File: src/rtl/jtag_ram_arbiter_if.sv
// Bus bundle between the two debug RAM requesters, the arbiter and the RAM port.
//   a_*      : port A (JTAG bridge) request/response, read or write
//   b_*      : port B (LED/dip display) request/response, read only
//   ram_*    : single synchronous RAM port; ram_rdata valid the cycle after ram_en
// Modport master is the requester/RAM side, slave is the arbiter.
interface jtag_ram_arbiter_if #(
    parameter int ADDR_W = 9,
    parameter int DATA_W = 32
);
    logic              a_valid;
    logic              a_ready;
    logic              a_we;
    logic [31:0]       a_addr;
    logic [DATA_W-1:0] a_wdata;
    logic              a_rsp_valid;
    logic [DATA_W-1:0] a_rsp_rdata;
    logic              a_rsp_err;

    logic              b_valid;
    logic              b_ready;
    logic [31:0]       b_addr;
    logic              b_rsp_valid;
    logic [DATA_W-1:0] b_rsp_rdata;
    logic              b_rsp_err;

    logic              ram_en;
    logic              ram_we;
    logic [ADDR_W-1:0] ram_addr;
    logic [DATA_W-1:0] ram_wdata;
    logic [DATA_W-1:0] ram_rdata;

    modport master (
        output a_valid, a_we, a_addr, a_wdata, b_valid, b_addr, ram_rdata,
        input  a_ready, a_rsp_valid, a_rsp_rdata, a_rsp_err,
        input  b_ready, b_rsp_valid, b_rsp_rdata, b_rsp_err,
        input  ram_en, ram_we, ram_addr, ram_wdata
    );

    modport slave (
        input  a_valid, a_we, a_addr, a_wdata, b_valid, b_addr, ram_rdata,
        output a_ready, a_rsp_valid, a_rsp_rdata, a_rsp_err,
        output b_ready, b_rsp_valid, b_rsp_rdata, b_rsp_err,
        output ram_en, ram_we, ram_addr, ram_wdata
    );
endinterface

File: src/rtl/jtag_ram_arbiter.sv
// Round-robin arbiter sharing one port of the 512x32 debug block RAM between
// the JTAG bridge (port A, read/write) and the display reader (port B, read only).
// Each transaction takes IDLE -> ISSUE -> CAPTURE -> IDLE: accepted in IDLE (T),
// RAM strobes driven in ISSUE (T+1), one-cycle response in CAPTURE (T+2).
// Out-of-range addresses and writes while the write permit is off are answered
// with an error and never reach the RAM.
// Ports:
//   clk_p   : system clock, rising edge
//   rstn    : asynchronous active-low reset
//   wr_en   : global write permit (WR switch), sampled at accept
//   bus     : requester A/B handshakes and RAM port (jtag_ram_arbiter_if.slave)
//   cnt_a, cnt_b : accepted requests per port, saturating
//   cnt_err : error responses on either port, saturating
module jtag_ram_arbiter #(
    parameter int ADDR_W = 9,
    parameter int DATA_W = 32,
    parameter int CNT_W  = 16
) (
    input  logic             clk_p,
    input  logic             rstn,
    input  logic             wr_en,
    jtag_ram_arbiter_if.slave bus,
    output logic [CNT_W-1:0] cnt_a,
    output logic [CNT_W-1:0] cnt_b,
    output logic [CNT_W-1:0] cnt_err
);

    localparam logic [1:0] IDLE    = 2'd0;
    localparam logic [1:0] ISSUE   = 2'd1;
    localparam logic [1:0] CAPTURE = 2'd2;

    logic [1:0]        state_r;
    logic              last_b_r;     // 1: port B won the last grant
    logic              gnt_b_r;      // port of the transaction in flight
    logic              we_r;
    logic              range_err_r;
    logic              wr_err_r;
    logic              good_rd_r;

    logic              ram_en_r;
    logic              ram_we_r;
    logic [ADDR_W-1:0] ram_addr_r;
    logic [DATA_W-1:0] ram_wdata_r;

    logic              a_rsp_valid_r;
    logic              a_rsp_err_r;
    logic              b_rsp_valid_r;
    logic              b_rsp_err_r;

    logic [CNT_W-1:0]  cnt_a_r;
    logic [CNT_W-1:0]  cnt_b_r;
    logic [CNT_W-1:0]  cnt_err_r;

    logic              a_ready_s;
    logic              b_ready_s;
    logic              accept_s;
    logic [31:0]       req_addr_s;
    logic              req_we_s;
    logic [DATA_W-1:0] req_wdata_s;
    logic              req_range_err_s;
    logic              req_wr_err_s;

    // Saturating increment: all-ones sticks instead of wrapping.
    function automatic logic [CNT_W-1:0] sat_inc(input logic [CNT_W-1:0] v);
        logic [CNT_W-1:0] r;
        if (&v) begin
            r = v;
        end else begin
            r = v + {{(CNT_W-1){1'b0}}, 1'b1};
        end
        return r;
    endfunction

    // Grant selection in IDLE; on a tie the port that did not win last time goes.
    always_comb begin
        a_ready_s = 1'b0;
        b_ready_s = 1'b0;
        if (state_r == IDLE) begin
            if (bus.a_valid && bus.b_valid) begin
                a_ready_s = last_b_r;
                b_ready_s = ~last_b_r;
            end else begin
                a_ready_s = bus.a_valid;
                b_ready_s = bus.b_valid;
            end
        end else begin
            a_ready_s = 1'b0;
            b_ready_s = 1'b0;
        end
    end

    // Mux the granted request; port B never writes.
    always_comb begin
        accept_s        = a_ready_s | b_ready_s;
        req_addr_s      = b_ready_s ? bus.b_addr : bus.a_addr;
        req_we_s        = a_ready_s & bus.a_we;
        req_wdata_s     = req_we_s ? bus.a_wdata : {DATA_W{1'b0}};
        req_range_err_s = |req_addr_s[31:ADDR_W];
        req_wr_err_s    = req_we_s & ~wr_en;
    end

    // Transaction FSM and per-transaction attributes latched at accept.
    always_ff @(posedge clk_p or negedge rstn) begin
        if (!rstn) begin
            state_r     <= IDLE;
            last_b_r    <= 1'b1;
            gnt_b_r     <= 1'b0;
            we_r        <= 1'b0;
            range_err_r <= 1'b0;
            wr_err_r    <= 1'b0;
        end else begin
            case (state_r)
                IDLE: begin
                    if (accept_s) begin
                        state_r     <= ISSUE;
                        last_b_r    <= b_ready_s;
                        gnt_b_r     <= b_ready_s;
                        we_r        <= req_we_s;
                        range_err_r <= req_range_err_s;
                        wr_err_r    <= req_wr_err_s;
                    end else begin
                        state_r     <= IDLE;
                    end
                end
                ISSUE:   state_r <= CAPTURE;
                CAPTURE: state_r <= IDLE;
                default: state_r <= IDLE;
            endcase
        end
    end

    // RAM strobes: live only for the ISSUE cycle, suppressed for error transactions.
    always_ff @(posedge clk_p or negedge rstn) begin
        if (!rstn) begin
            ram_en_r    <= 1'b0;
            ram_we_r    <= 1'b0;
            ram_addr_r  <= {ADDR_W{1'b0}};
            ram_wdata_r <= {DATA_W{1'b0}};
        end else if ((state_r == IDLE) && accept_s) begin
            ram_en_r    <= ~(req_range_err_s | req_wr_err_s);
            ram_we_r    <= req_we_s & ~req_range_err_s & ~req_wr_err_s;
            ram_addr_r  <= req_addr_s[ADDR_W-1:0];
            ram_wdata_r <= req_wdata_s;
        end else begin
            ram_en_r    <= 1'b0;
            ram_we_r    <= 1'b0;
            ram_addr_r  <= {ADDR_W{1'b0}};
            ram_wdata_r <= {DATA_W{1'b0}};
        end
    end

    // Response flags for the CAPTURE cycle.
    always_ff @(posedge clk_p or negedge rstn) begin
        if (!rstn) begin
            a_rsp_valid_r <= 1'b0;
            a_rsp_err_r   <= 1'b0;
            b_rsp_valid_r <= 1'b0;
            b_rsp_err_r   <= 1'b0;
            good_rd_r     <= 1'b0;
        end else if (state_r == ISSUE) begin
            a_rsp_valid_r <= ~gnt_b_r;
            a_rsp_err_r   <= ~gnt_b_r & (range_err_r | wr_err_r);
            b_rsp_valid_r <= gnt_b_r;
            b_rsp_err_r   <= gnt_b_r & (range_err_r | wr_err_r);
            good_rd_r     <= ~we_r & ~range_err_r & ~wr_err_r;
        end else begin
            a_rsp_valid_r <= 1'b0;
            a_rsp_err_r   <= 1'b0;
            b_rsp_valid_r <= 1'b0;
            b_rsp_err_r   <= 1'b0;
            good_rd_r     <= 1'b0;
        end
    end

    // Debug counters: accepts counted at accept, errors alongside the response.
    always_ff @(posedge clk_p or negedge rstn) begin
        if (!rstn) begin
            cnt_a_r   <= {CNT_W{1'b0}};
            cnt_b_r   <= {CNT_W{1'b0}};
            cnt_err_r <= {CNT_W{1'b0}};
        end else begin
            if (a_ready_s) begin
                cnt_a_r <= sat_inc(cnt_a_r);
            end else begin
                cnt_a_r <= cnt_a_r;
            end
            if (b_ready_s) begin
                cnt_b_r <= sat_inc(cnt_b_r);
            end else begin
                cnt_b_r <= cnt_b_r;
            end
            if ((state_r == ISSUE) && (range_err_r || wr_err_r)) begin
                cnt_err_r <= sat_inc(cnt_err_r);
            end else begin
                cnt_err_r <= cnt_err_r;
            end
        end
    end

    assign bus.a_ready   = a_ready_s;
    assign bus.b_ready   = b_ready_s;
    assign bus.ram_en    = ram_en_r;
    assign bus.ram_we    = ram_we_r;
    assign bus.ram_addr  = ram_addr_r;
    assign bus.ram_wdata = ram_wdata_r;

    // Read data arrives from the RAM during CAPTURE itself, so it is steered
    // straight through to the granted port rather than re-registered.
    assign bus.a_rsp_valid = a_rsp_valid_r;
    assign bus.a_rsp_err   = a_rsp_err_r;
    assign bus.a_rsp_rdata = (a_rsp_valid_r && good_rd_r) ? bus.ram_rdata : {DATA_W{1'b0}};
    assign bus.b_rsp_valid = b_rsp_valid_r;
    assign bus.b_rsp_err   = b_rsp_err_r;
    assign bus.b_rsp_rdata = (b_rsp_valid_r && good_rd_r) ? bus.ram_rdata : {DATA_W{1'b0}};

    assign cnt_a   = cnt_a_r;
    assign cnt_b   = cnt_b_r;
    assign cnt_err = cnt_err_r;

endmodule

File: src/flat_wrapper.sv
// flat-port wrapper written by rule: the top's interface ports become plain ports
module jtag_ram_arbiter_flat 
#(
    parameter int ADDR_W = 9,
    parameter int DATA_W = 32,
    parameter int CNT_W  = 16
)
  (clk_p, rstn, wr_en, cnt_a, cnt_b, cnt_err, bus_a_valid, bus_a_we, bus_a_addr, bus_a_wdata, bus_b_valid, bus_b_addr, bus_ram_rdata, bus_a_ready, bus_a_rsp_valid, bus_a_rsp_rdata, bus_a_rsp_err, bus_b_ready, bus_b_rsp_valid, bus_b_rsp_rdata, bus_b_rsp_err, bus_ram_en, bus_ram_we, bus_ram_addr, bus_ram_wdata);
  jtag_ram_arbiter_if #(.ADDR_W(ADDR_W), .DATA_W(DATA_W)) bus_i ();
  input  logic clk_p;
  input  logic rstn;
  input  logic wr_en;
  output logic [CNT_W-1:0] cnt_a;
  output logic [CNT_W-1:0] cnt_b;
  output logic [CNT_W-1:0] cnt_err;
  input wire logic [$bits(bus_i.a_valid)-1:0] bus_a_valid;
  input wire logic [$bits(bus_i.a_we)-1:0] bus_a_we;
  input wire logic [$bits(bus_i.a_addr)-1:0] bus_a_addr;
  input wire logic [$bits(bus_i.a_wdata)-1:0] bus_a_wdata;
  input wire logic [$bits(bus_i.b_valid)-1:0] bus_b_valid;
  input wire logic [$bits(bus_i.b_addr)-1:0] bus_b_addr;
  input wire logic [$bits(bus_i.ram_rdata)-1:0] bus_ram_rdata;
  output wire logic [$bits(bus_i.a_ready)-1:0] bus_a_ready;
  output wire logic [$bits(bus_i.a_rsp_valid)-1:0] bus_a_rsp_valid;
  output wire logic [$bits(bus_i.a_rsp_rdata)-1:0] bus_a_rsp_rdata;
  output wire logic [$bits(bus_i.a_rsp_err)-1:0] bus_a_rsp_err;
  output wire logic [$bits(bus_i.b_ready)-1:0] bus_b_ready;
  output wire logic [$bits(bus_i.b_rsp_valid)-1:0] bus_b_rsp_valid;
  output wire logic [$bits(bus_i.b_rsp_rdata)-1:0] bus_b_rsp_rdata;
  output wire logic [$bits(bus_i.b_rsp_err)-1:0] bus_b_rsp_err;
  output wire logic [$bits(bus_i.ram_en)-1:0] bus_ram_en;
  output wire logic [$bits(bus_i.ram_we)-1:0] bus_ram_we;
  output wire logic [$bits(bus_i.ram_addr)-1:0] bus_ram_addr;
  output wire logic [$bits(bus_i.ram_wdata)-1:0] bus_ram_wdata;
  assign bus_i.a_valid = bus_a_valid;
  assign bus_i.a_we = bus_a_we;
  assign bus_i.a_addr = bus_a_addr;
  assign bus_i.a_wdata = bus_a_wdata;
  assign bus_i.b_valid = bus_b_valid;
  assign bus_i.b_addr = bus_b_addr;
  assign bus_i.ram_rdata = bus_ram_rdata;
  assign bus_a_ready = bus_i.a_ready;
  assign bus_a_rsp_valid = bus_i.a_rsp_valid;
  assign bus_a_rsp_rdata = bus_i.a_rsp_rdata;
  assign bus_a_rsp_err = bus_i.a_rsp_err;
  assign bus_b_ready = bus_i.b_ready;
  assign bus_b_rsp_valid = bus_i.b_rsp_valid;
  assign bus_b_rsp_rdata = bus_i.b_rsp_rdata;
  assign bus_b_rsp_err = bus_i.b_rsp_err;
  assign bus_ram_en = bus_i.ram_en;
  assign bus_ram_we = bus_i.ram_we;
  assign bus_ram_addr = bus_i.ram_addr;
  assign bus_ram_wdata = bus_i.ram_wdata;
  jtag_ram_arbiter #(.ADDR_W(ADDR_W), .DATA_W(DATA_W), .CNT_W(CNT_W)) u_core (.clk_p(clk_p), .rstn(rstn), .wr_en(wr_en), .bus(bus_i), .cnt_a(cnt_a), .cnt_b(cnt_b), .cnt_err(cnt_err));
endmodule
File: config.mk
export PLATFORM = sky130hd
export DESIGN_NAME = jtag_ram_arbiter_flat
export DESIGN_NICKNAME = d
export VERILOG_FILES = /design/src/rtl/jtag_ram_arbiter_if.sv /design/src/rtl/jtag_ram_arbiter.sv /design/src/flat_wrapper.sv
export SDC_FILE = /design/constraint.sdc
export NUM_CORES = 1
export LEC_CHECK = 0
export ABC_AREA = 1
export BUFFER_PORTS_ARGS = -buffer_cell sky130_fd_sc_hd__buf_2
export CAP_MARGIN = 30
export CORE_AREA = 10 10 104 175
export CTS_CLUSTER_DIAMETER = 50
export DETAILED_ROUTE_END_ITERATION = 10
export DIE_AREA = 0 0 114 185
export GPL_TIMING_DRIVEN = 0
export PLACE_DENSITY = 0.64
export SYNTH_ARGS = -nofsm -noshare
export SYNTH_HDL_FRONTEND = slang
export SYNTH_SLANG_ARGS = --single-unit
File: constraint.sdc
create_clock -name clk_p -period 2 [get_ports clk_p]
set_input_delay 0.4 -clock clk_p [delete_from_list [all_inputs] [get_ports clk_p]]
set_output_delay 0.4 -clock clk_p [all_outputs]
set_load 0.02 [all_outputs]
==> flow_results.org, run 1 <==
** GRT
- Global routing finished with a remaining overflow of 0.
- The first global-routing pass estimated approximately 30000 um of wire.
- Met1 Track Usage GR :: around 17%
- Global-route met3 utilization :: roughly 6.9%
- The number of global-route vias before repair is around 5700.
- The number of antenna violations at the first check in global routing came to 0.
- Maximum number of pins on one net before global-route repair :: 54
- Global routing used between 15 and 20% of the available tracks across all layers.
- In this run the most used layer during global routing was met2.
- Global routing used 33.40% of the available met2 tracks.

** Layout
- Number of nets at the end of the flow :: ~1200
- The repair_antennas step left the layout with diodes totalling 0.
- Of the cells placed in the final design, the portion with a size suffix greater than 1 is 33.05%.
- Summing all multi-input logic gate instances after layout gives 2445 um^2.
- Layout Cell Area excl Fill :: roughly 7600 um^2
- Synth-to-Final Area Change :: 38.14%
- Flip-flop and latch area :: between 2000 and 3000 um^2
- Number of filler cells placed in the layout :: roughly 1600
- For this run, the share of the core covered by cells in the final layout is around 50%.

** Detailed routing
- The count of nets left with antenna violations once routing finished came out at 0.
- After detailed routing, the total wire length is about 19000 um.
- Wire per inst :: 15.21 um
- DRC violations left :: 0
- DRC marker count from the first detailed-route iteration :: roughly 180
- Before antenna repair, the detailed router went through 6 iterations.
- Detailed routing inserted a total of approximately 5700 vias.
- Using the TritonRoute via totals, the vias-per-cell ratio works out to around 4.5.

** Place
- Final weighted congestion of routability-driven global placement :: roughly 0.9
- In this run the tool buffered the top-level ports with a little under 300 buffer cells.
- Prior to clock tree synthesis, the placed netlist has a worst setup slack of -0.09550 ns.
- Summed over all nets, the half-perimeter wirelength after detailed placement is between 15000 and 20000 um.
- Post-Place Cell Area :: approximately 7200 um^2

** Timing
- Final period util :: between 90% and 100%
- Worst slew margin relative to its limit :: between 50 and 60%
- Subtracting the final worst setup slack from the clock period gives about 1.9 ns.
- Across the routed clock network, the largest skew measured is roughly 0.011 ns.
- Setup violations remaining at the end of the flow were counted as 0.
- Final Hold Violating Endpoints :: 0
- For the pin with the worst max-slew slack, the measured transition is approximately 0.7 ns.
- Across all setup checks in the final design, the least slack found is about 0.064 ns.
- RSZ-0062 raised after global routing :: false
- Worst hold slack after final layout :: around 0.088 ns
- The max-slew violation count was 0.
- Achievable frequency :: just over 500 MHz

** Critical path
- Element type at the critical path start :: flip-flop
- The number of cells on the worst reg-to-reg path is 9.
- Setup slack of the most critical reg-to-reg path :: ~0.21 ns
- Max FO, Critical Path :: 10
- Worst path arrival time :: about 1.5 ns
- The worst register-to-register path ends at u_core.cnt_b[11].
- Crit path capture type :: primary output
- In this run the critical register-to-register path is launched from u_core.cnt_b[0].
- For the worst setup path, the data required time is approximately 1.6 ns.
- Critical path type :: flip-flop to primary output

** Pwr
- Max VDD drop :: 0.4367 mV
- Static power due to leakage :: 4.470 nW
- Total power :: ~7 mW
- Pwr/cell area :: ~930 nW/um^2

** Die
- The die is approximately 190 um tall.
- The floorplan has 60 rows.
- Area of the placeable core :: 15310 um^2
- For this design the top-level I/O count stands at between 200 and 300.
- The die is between 100 and 150 um wide.
- Floorplan die area :: 21090 um^2
- The initial utilization of the core area, before any placement, comes to a little over a third.

** Clock network
- Number of hold-repair buffers added at the cts stage :: 0
- The later pin in the worst-skew pair is clocked with a latency of approximately 0.35 ns.
- Clock tree from TritonCTS :: done
- H-Tree Level Count :: 3
- Clk root buf :: sky130_fd_sc_hd__clkbuf_16
- Clk sinks :: 103
- TritonCTS Buffers :: 9
- Clock-pin slew of the registers on the worst-case setup and hold paths :: about 0.070 ns
- Maximum number of buffers from clock root to sink :: 2

** Status
- The flow ran to the end, and the final reports show no timing, DRC or antenna violations.

** Synthesis
- Counting every net in the synthesized netlist gives 895.
- Library cell with the largest summed area after synthesis :: sky130_fd_sc_hd__dfrtp_1
- Among all flip-flop cells after synthesis, the most frequent one is sky130_fd_sc_hd__dfrtp_1.
- Number of flip-flops and latches in the synthesized netlist :: between 100 and 150
- For this run, the number of Yosys warnings is 0.
- The mapped netlist covers ~5500 um^2.
- Sorting the synthesized cells by area gives the leading types as sky130_fd_sc_hd__dfrtp_1 46%, sky130_fd_sc_hd__nand2_1 15%, sky130_fd_sc_hd__nor2_1 13%, sky130_fd_sc_hd__inv_1 6.7%, sky130_fd_sc_hd__xnor2_1 2.6%.
- In the post-synthesis netlist, the cell with the most instances is sky130_fd_sc_hd__nand2_1.
- Number of enable-type register cells in the synthesized netlist :: 0
- Sequential cells were found to cover ~47% of the synthesized design area.
- Counting every instance in the synthesized netlist gives about 760.
- After synthesis, the mean cell area works out to ~7.2 um^2.
- Post-synthesis cell type count :: 33
- Post-synthesis async set-or-reset flop share :: 100.0%
- By count the netlist is led by 219 x sky130_fd_sc_hd__nand2_1, 184 x sky130_fd_sc_hd__nor2_1, 102 x sky130_fd_sc_hd__dfrtp_1.
- Proportion of netlist area held by the largest area contributor :: between 40% and 50%

** Hold path
- Hold Crit Class :: input pin to async pin

** Job
- The tool flagged a number of max-cap violations equal to 0.
## cells by family after synthesis
kind of cell | after synthesis | synth area share [%]
and+or+nand+nor | 467 | 34.79
adders and majority gates | 3 | 0.6836
DFF | 103 | 46.96
buffers and inverters | 119 | 8.931
xor gates and xnor gates | 28 | 4.466
AOI/OAI and AO/OA | 38 | 4.170
## sequential cells by signal, summed over array words and instances (netlist names), 2 cells and up
register,flops
u_core.bus.ram_wdata,32
u_core.cnt_a,16
u_core.state_r,2
u_core.cnt_err,16
u_core.cnt_b,16
u_core.bus.ram_addr,9
## report_power, final
part / leakage (nW) / internal (mW) / switching, mW
sequential: 1.40 / 2.45 / 0.325
clock: 0.149 / 1.01 / 0.795
combinational: 2.92 / 0.839 / 1.65
total: 4.47 / 4.31 / 2.77
## layout make-up
type / instances / share of cell area, %
plain buffers: 19 / 1.616
clock buffers: 10 / 3.150
multi-input cells: 536 / 32.23
repair buffers: 297 / 20.02
inverters: 100 / 5.014
clock inverters: 6 / 0.9071
flip-flops and latches: 103 / 33.99
well taps: 186 / 3.068
## what timing repair did
| action | in CTS | in global routing |
|---|---|---|
| endpoints found under the setup margin | 27 | 7 |
| buffers inserted | 0 | 2 |
| cloned | 0 | 0 |
| resized for setup | 13 | 3 |
| pin swaps | 1 | 1 |
## worst max path at each step
stage | startpoint | end | slack [ns] | cells past startpoint
floorplan | u_core.cnt_err[0] | u_core.cnt_err[4] | 0.32 | 11
global placement | rstn | u_core.bus.ram_wdata[16] | -0.68 | 1
detailed placement | bus_a_valid | bus_b_ready | -0.1 | 6
CTS | u_core.state_r[1] | bus_b_ready | 0.007 | 5
global route | u_core.good_rd_r | bus_b_rsp_rdata[5] | 0.01 | 4
finish | u_core.good_rd_r | bus_b_rsp_rdata[5] | 0.06 | 4
## per-layer routing
metal  part of all wire, %  wire (um)  vias up
met3                    10       1916       20
met4                   1.9        369        0
li1                      -          -     2903
met2                    54      10340      218
met1                    34       6505     2552
met5                     0          0        -
## metrics by stage
stage | std cells | setup TNS (ns)
floorplan | 758 | 0
global placement | 1238 | -68.00
detailed placement | 1239 | -0.09550
CTS | 1255 | 0
global route | 1257 | 0
finish | 1257 | 0
## worst max-delay path, cell delays in order (launching register included)
cell and delay, ns:
sky130_fd_sc_hd__dfrtp_1 0.37, sky130_fd_sc_hd__nand2_1 0.14, sky130_fd_sc_hd__clkbuf_2 0.23, sky130_fd_sc_hd__nor2_1 0.24
sky130_fd_sc_hd__buf_2 0.22
## cell usage in the layout, fill, tap and decap left out, types with 4 or more instances in the layout
master,Yosys,layout
sky130_fd_sc_hd__buf_2,5,297
sky130_fd_sc_hd__nand2_1,219,219
sky130_fd_sc_hd__nor2_1,184,182
sky130_fd_sc_hd__dfrtp_1,102,102
sky130_fd_sc_hd__inv_1,98,97
sky130_fd_sc_hd__nand3_1,24,23
sky130_fd_sc_hd__o21ai_0,20,20
sky130_fd_sc_hd__xnor2_1,16,16
sky130_fd_sc_hd__xor2_1,12,12
sky130_fd_sc_hd__a21oi_1,10,10
sky130_fd_sc_hd__nor3_1,10,10
sky130_fd_sc_hd__clkbuf_16,0,9
sky130_fd_sc_hd__nand4_1,8,8
sky130_fd_sc_hd__nand3b_1,7,7
sky130_fd_sc_hd__buf_4,2,6
sky130_fd_sc_hd__clkbuf_2,0,6
sky130_fd_sc_hd__nor2_4,3,4
sky130_fd_sc_hd__nand2_2,4,4
sky130_fd_sc_hd__buf_6,4,4
(Power assumes the default switching activity.)
==> inputs of run 2 (changes only) <==
--- a/config.mk
+++ b/config.mk
@@ -13,7 +13,7 @@
 export DETAILED_ROUTE_END_ITERATION = 10
 export DIE_AREA = 0 0 114 185
 export GPL_TIMING_DRIVEN = 0
-export PLACE_DENSITY = 0.64
+export PLACE_DENSITY = 0.66
 export SYNTH_ARGS = -nofsm -noshare
 export SYNTH_HDL_FRONTEND = slang
 export SYNTH_SLANG_ARGS = --single-unit
==> constraint.sdc (replaced) <==
create_clock -name clk_p -period 1.6 [get_ports clk_p]
set_input_delay 0.24 -clock clk_p [delete_from_list [all_inputs] [get_ports clk_p]]
set_output_delay 0.24 -clock clk_p [all_outputs]
set_load 0.02 [all_outputs]
==> run 2 against run 1 <==
  * Non-clock buffer count is 16 higher
  * Hold slack improved by 0.013 ns
  * Die area unchanged
  * Routed wire length up 0.37%
  * Combinational power increased by 45%
  * Clock power increased by 21%
  * First-iteration DRC count rose by 12%
  * Final area up 4.7%
  * Sequential share of layout area is 1.3 points lower
  * Critical path type unchanged
==> flow_results.org, run 2 (same netlist as run 1, synthesis figures left out) <==
** Die
- After floorplanning, the core was sized to cover between 15000 and 20000 um^2.
- Y dimension of the die :: between 150 and 200 um
- Initial core utilization :: around 36%
- about 300 I/O pins were placed.
- Die X-Extent :: 114 um
- The die covers about 21000 um^2.
- The initialized floorplan defines 60 standard-cell rows.

** Critical path
- For the worst setup path, the data required time is around 1.4 ns.
- Element type at the critical path start :: flip-flop
- On the critical path the largest part of the delay comes from flip-flops.
- Number of buffers and inverters on the critical path :: 1
- Worst-path cell with the longest stage delay :: sky130_fd_sc_hd__dfrtp_1
- In this run the worst path has a maximum fanout of 4.
- Critical path type :: flip-flop to primary output
- Crit path capture type :: primary output
- Cell-by-cell trace of the critical path :: nor2_4 -> nand2_2 -> a21oi_4 -> buf_6
- Data on the critical path arrives at its endpoint at between 1 and 1.5 ns.
- On the worst path, the slowest cell contributes a delay of about 0.40 ns.

** Hold path
- The path class of the tightest hold or removal check is input pin to flip-flop.

** Clock network
- CTS saw roughly 100 sinks.
- Clock tree from TritonCTS :: done
- CTS built an H-tree with a depth of 3.
- Counting along the longest clock path gives a buffer depth of 2.
- At the later pin of the worst-skew pair, clock insertion delay measures 0.34 ns.
- After clock tree synthesis, the clock-pin slew on the worst setup and hold paths is around 0.08 ns.
- In this run, CTS created clock tree buffers numbering 9.
- Clk root buf :: sky130_fd_sc_hd__clkbuf_16

** Detailed routing
- Total Wirelength :: 19200 um
- The count of nets left with antenna violations once routing finished came out at 0.
- DRC marker count from the first detailed-route iteration :: 197
- Wire per inst :: between 15 and 20 um
- Via Count :: approximately 5800
- Number of iterations in the first detailed-routing pass :: 4
- DRC violations left :: 0
- Using the TritonRoute via totals, the vias-per-cell ratio works out to 4.530.

** Timing
- Time the worst path needs with I/O delays and setup :: ~1.6 ns
- Dividing the final minimum period by the clock period gives between 90% and 100%.
- Count of final setup violators :: 0
- The worst pin sits at a relative slew slack of 62.17%.
- Worst hold slack after final layout :: 0.1011 ns
- Across all setup checks in the final design, the least slack found is 0.003861 ns.
- Clock skew on the completed layout was measured at between 0.01 and 0.015 ns.
- In the final timing run, aggregate negative setup slack is 0 ns.
- Achievable frequency :: 626.5 MHz
- Worst-Margin Slew :: between 0.5 and 0.6 ns
- Setup repair after global routing could not meet its margin everywhere.
- Pins over their slew limit :: 0
- The hold violation count in the final report came to 0.

** Layout
- Cells with a size suffix above 1 make up 36.98% of the layout.
- Final core utilization :: roughly 52%
- Multi-input gate area in the final layout :: about 2600 um^2
- Leaving out fill and tap cells, the most frequent cell in the layout is sky130_fd_sc_hd__buf_2.
- Compared with the post-synthesis result, the final layout area differs by 44.59%.
- The register with the most flip-flops in the layout has 32 of them.
- Most frequent cells in the layout :: 282 x sky130_fd_sc_hd__buf_2, 212 x sky130_fd_sc_hd__nand2_1, 176 x sky130_fd_sc_hd__nor2_1
- Fill cells in the final layout number 1545.
- The final layout contains between 1000 and 1500 nets.
- In the final layout, flip-flops and latches occupy 2594 um^2.

** Pwr
- Total power :: ~9.3 mW
- Max VDD drop :: approximately 0.57 mV
- The analysis attributes to cell leakage a power of about 4.6 nW.
- For this design the ratio of total power to cell area is 1167 nW/um^2.

** Place
- Once detailed placement completed, the half-perimeter wirelength came to around 16000 um.
- The congestion estimate from routability-driven global placement came to around 0.85.
- Before CTS, the worst setup slack after placement is -0.3707 ns.
- Input and output buffers added on the ports amount to about 290.

** Job
- Number of maximum-capacitance constraint violations :: 0

** GRT
- Antenna violations before repair :: 1
- Entering global routing, the biggest net connects 64 pins.
- The first global-routing pass estimated 29610 um of wire.
- Overflow after GRT :: 0
- Gr usage total :: 17.41%
- The number of global-route vias before repair came to between 5000 and 6000.

** Status
- The flow ran to the end, and the final reports show no timing, DRC or antenna violations.
==> run 2: metrics by stage <==
step | cell area (um^2) | instances
finish | 7940 | 1274
global route | 7938 | 1273
CTS | 7762 | 1264
detailed placement | 7233 | 1239
global placement | 7203 | 1238
floorplan | 5499 | 758
==> run 2: area by class of cell <==
cell class	instances	area share, %
Sequential cell	103	32.67
Inverter	100	4.822
Multi-Input combinational cell	536	32.27
Timing Repair Buffer	315	21.60
Buffer	17	1.970
Antenna cell	1	0.03152
Clock inverter	4	0.5988
Tap cell	186	2.931
Clock buffer	12	3.104
==> run 2: where the power goes <==
part | switching, mW | total [mW] | internal [mW] | leakage, nW
combinational | 2.24 | 3.60 | 1.36 | 3.06
sequential | 0.396 | 3.48 | 3.09 | 1.38
clock | 0.932 | 2.19 | 1.25 | 0.143
total | 3.57 | 9.27 | 5.70 | 4.58
==> run 2: per-layer routing <==
metal | track usage (%) | routed length [um]
met1 | 16.63 | 6659
met2 | 33.17 | 10380
met3 | 6.155 | 1719
met4 | 5.637 | 438
met5 | 0 | 0
==> run 2: path summary, 6_finish.rpt <==
kind / from / end / slack, ns / depth (start not counted)
worst min register to register: u_core.we_r / u_core.good_rd_r / 0.45 / 1
min in group asynchronous: rstn / u_core.cnt_err[2] / 0.45 / 2
max in group asynchronous: rstn / u_core.last_b_r / 0.39 / 3
worst min-delay path: bus_a_wdata[24] / u_core.bus.ram_wdata[24] / 0.10 / 3
worst max-delay path: u_core.state_r[1] / bus_a_ready / 0.004 / 4
worst max register to register: u_core.state_r[1] / u_core.bus.ram_addr[6] / 0.07 / 6
==> run 2: tightest hold or removal path, stage by stage <==
cell	delay, ns
sky130_fd_sc_hd__buf_2	0.10
sky130_fd_sc_hd__inv_1	0.04
sky130_fd_sc_hd__nor2_1	0.03
==> run 2: timing repair <==
action / 4_1_cts / 5_1_grt
pin swaps: 4 / 10
setup endpoints to repair: 144 / 86
cloned: 0 / 0
hold buffers: 1 / 0
hold endpoints to repair: 40 / 0
resized for setup: 49 / 41
buffers inserted: 8 / 11
==> inputs of run 3 (changes only) <==
--- a/config.mk
+++ b/config.mk
@@ -14,6 +14,7 @@
 export DIE_AREA = 0 0 114 185
 export GPL_TIMING_DRIVEN = 0
 export PLACE_DENSITY = 0.66
+export REMOVE_ABC_BUFFERS = 1
 export SYNTH_ARGS = -nofsm -noshare
 export SYNTH_HDL_FRONTEND = slang
 export SYNTH_SLANG_ARGS = --single-unit
==> run 3 against run 2 <==
  * The flow now finishes with violations (setup timing)
  * Critical path depth rose by 1
  * Cell count rose by 0.16%
  * Global-route usage rose by 0.61 points
  * Flip-flop and latch count did not move
  * Largest power group unchanged
  * Clock power rose by 4%
  * Power rose by 3.2%
  * Largest cell class is now multi-input combinational cells
  * First-iteration DRC count fell by 9.6%
==> flow_results.org, run 3 (same netlist as run 1, synthesis figures left out) <==
** Timing
- Clock Skews :: 0.01053 ns
- Final period util :: 103.8%
- Setup tns final :: -0.1048 ns
- Setup violations remaining at the end of the flow were counted as 4.
- RSZ-0062 raised after global routing :: true
- Derived from the worst setup path, the maximum achievable clock frequency is 602.3 MHz.
- Time the worst path needs with I/O delays and setup :: between 1.5 and 2 ns
- At the pin with the least slew margin, the transition time is around 0.67 ns.
- Worst slew margin relative to its limit :: 55.06%
- After layout, the worst setup slack is -0.06023 ns.
- The hold violation count in the final report came to 0.
- Pins over their slew limit :: 0

** GRT
- Met1 Track Usage GR :: about 17%
- met2 is the most crowded layer.
- Global-route wire length before repair :: 30890 um
- Global-route met2 utilization :: 34.91%
- Summed over all layers, the global routing overflow is 0.
- Entering global routing, the biggest net connects 56 pins.
- Antenna violations before repair :: 0
- Global routing used 18.02% of the available tracks.
- Global routing consumed, on the met3 layer, roughly 7.4% of the routing resources.
- The number of global-route vias before repair is around 6000.

** Job
- Number of maximum-capacitance constraint violations :: 0

** Die
- In this run the core area contains 60 standard-cell rows.
- The die covers 21090 um^2.
- In this run the standard cell core region covers 15310 um^2.
- The die is between 100 and 150 um wide.
- Y dimension of the die :: 185 um
- Once the floorplan was initialized, standard cells occupied 35.86% of the core.
- During I/O placement, the number of pins put on the boundary was ~300.

** Place
- The count of buffers added on input and output ports is ~290.
- Post-Place Cell Area :: 7168 um^2
- Worst slack, placed :: -0.8447 ns
- At the end of routability-driven placement, the weighted congestion stood at approximately 0.86.
- Once detailed placement completed, the half-perimeter wirelength came to approximately 15000 um.

** Clock network
- Clk root buf :: sky130_fd_sc_hd__clkbuf_16
- Clock-pin slew of the registers on the worst-case setup and hold paths :: roughly 0.070 ns
- TritonCTS Buffers :: 9
- Counting along the longest clock path gives a buffer depth of 2.
- Clk sinks :: a little over 100
- TritonCTS built the clock tree.
- For the worst-skew pair, the clock arrives at the later sink with an insertion delay of 0.35 ns.
- CTS built an H-tree with a depth of 3.

** Critical path
- Critical Path RT :: approximately 1.4 ns
- STA classifies the critical path endpoint as a primary output.
- Critical path type :: flip-flop to primary output
- Element type at the critical path start :: flip-flop
- The number of buffers and inverters on the critical path is 3.
- Worst-path cell with the longest stage delay :: sky130_fd_sc_hd__dfrtp_2
- Worst path arrival time :: 1.42 ns
- Cell-by-cell trace of the critical path :: buf_12 -> nand2_8 -> clkbuf_16 -> nor2_1 -> buf_2
- Broken down by cell family, the worst path's largest delay share belongs to buffers and inverters.
- The largest single stage delay on the critical path is approximately 0.37 ns.
- Max FO, Critical Path :: 8

** Layout
- Fraction of layout cells with a size suffix above 1 :: between 30% and 40%
- In the layout the commonest cells are 263 x sky130_fd_sc_hd__buf_2, 212 x sky130_fd_sc_hd__nand2_1, 159 x sky130_fd_sc_hd__nor2_1.
- Number of filler cells placed in the layout :: ~1500
- Largest register FFs :: 32
- Most frequent standard cell in the layout excluding fill and tap cells :: sky130_fd_sc_hd__buf_2
- Number of nets at the end of the flow :: ~1200
- The finished cells cover ~8200 um^2.
- Relative to the synthesized area, the layout overhead comes to 49.51%.
- Final core utilization :: 53.61%
- Ant diodes :: 0

** Detailed routing
- Once detail routing completed, the nets flagged for antenna violations numbered 0.
- Number of iterations in the first detailed-routing pass :: 4
- Via Count :: 5923
- Wire per inst :: around 16 um
- Total Wirelength :: ~20000 um
- Using the TritonRoute via totals, the vias-per-cell ratio works out to 4.642.
- DRC marker count from the first detailed-route iteration :: 178
- After detailed routing, the number of remaining DRC violations is 0.

** Status
- Outcome :: complete, but fails checks
- The checks that failed: setup timing.

** Pwr
- Static power due to leakage :: 4.668 nW
- For this design the ratio of total power to cell area is 1165 nW/um^2.
- Max VDD drop :: between 0.6 and 0.7 mV

** Hold path
- Hold Crit Class :: input pin to flip-flop
run 3: cell types whose count changed in the layout (fill, tap and decap cells not counted), sizes merged, moves of 2 or more:
cell	before	now
clkbuf	16	11
buf	327	330
clkinvlp	1	4
nand2	224	226
run 3: path summary, 6_finish.rpt:
path	from	endpoint	slack (ns)	depth (start not counted)
max	u_core.good_rd_r	bus_b_rsp_rdata[19]	-0.06	5
min	bus_a_wdata[3]	u_core.bus.ram_wdata[3]	0.09	3
max reg2reg	u_core.cnt_a[0]	u_core.cnt_a[3]	0.08	8
min reg2reg	u_core.we_r	u_core.good_rd_r	0.44	1
max in group asynchronous	rstn	u_core.last_b_r	0.36	3
min in group asynchronous	rstn	u_core.cnt_err[9]	0.47	2
run 3: timing repair:
action / in CTS / in global routing
gates cloned: 0 / 4
setup buffers: 27 / 7
gates resized for setup: 39 / 80
setup endpoints to repair: 151 / 131
hold buffers: 1 / 0
endpoints found under the hold margin: 48 / 0
pin swaps: 8 / 7
run 3: final cells by class:
type                       instances  area, um^2  share of cell area [%]
multi-input combinational        539        2689                   32.75
timing repair buffer             332        2006                   24.43
inverter                         100       385.4                   4.694
tap                              186       232.7                   2.835
clock buffer                      10       239.0                   2.911
sequential                       103        2591                   31.56
clock inverter                     6       67.56                  0.8229
run 3: worst reg2reg max path, cell delays in order (launching register included):
cell and delay, ns:
sky130_fd_sc_hd__dfrtp_2 0.42, sky130_fd_sc_hd__ha_1 0.23, sky130_fd_sc_hd__nand3_1 0.13, sky130_fd_sc_hd__inv_1 0.10, sky130_fd_sc_hd__nand2_4 0.11, sky130_fd_sc_hd__o21ai_4 0.07, sky130_fd_sc_hd__buf_12 0.15, sky130_fd_sc_hd__o21ai_0 0.14
sky130_fd_sc_hd__nand2_1 0.07
run 3: stage by stage:
stage / cells / hold slack [ns] / power [mW]
finish: 1276 / 0.09445 / 9.564
global route: 1276 / 0.09435 / 10.22
CTS: 1267 / 0.08154 / 9.472
detailed placement: 1223 / 0.3153 / 6.541
global placement: 1219 / 0.4229 / 6.428
floorplan: 739 / -0.05559 / 5.189
run 3: report_power, final:
part           switching, mW  total (mW)  internal, mW
Sequential             0.384        3.46          3.08
Combinational           2.37        3.83          1.47
Clock                   1.00        2.27          1.26
Total                   3.75        9.56          5.81
run 3: per-layer routing:
layer  vias to the layer above  share of wire, %
li1                       2945                 -
met1                      2695                34
met2                       251                54
met3                        32                10
met4                         0               1.6
met5                         -                 0
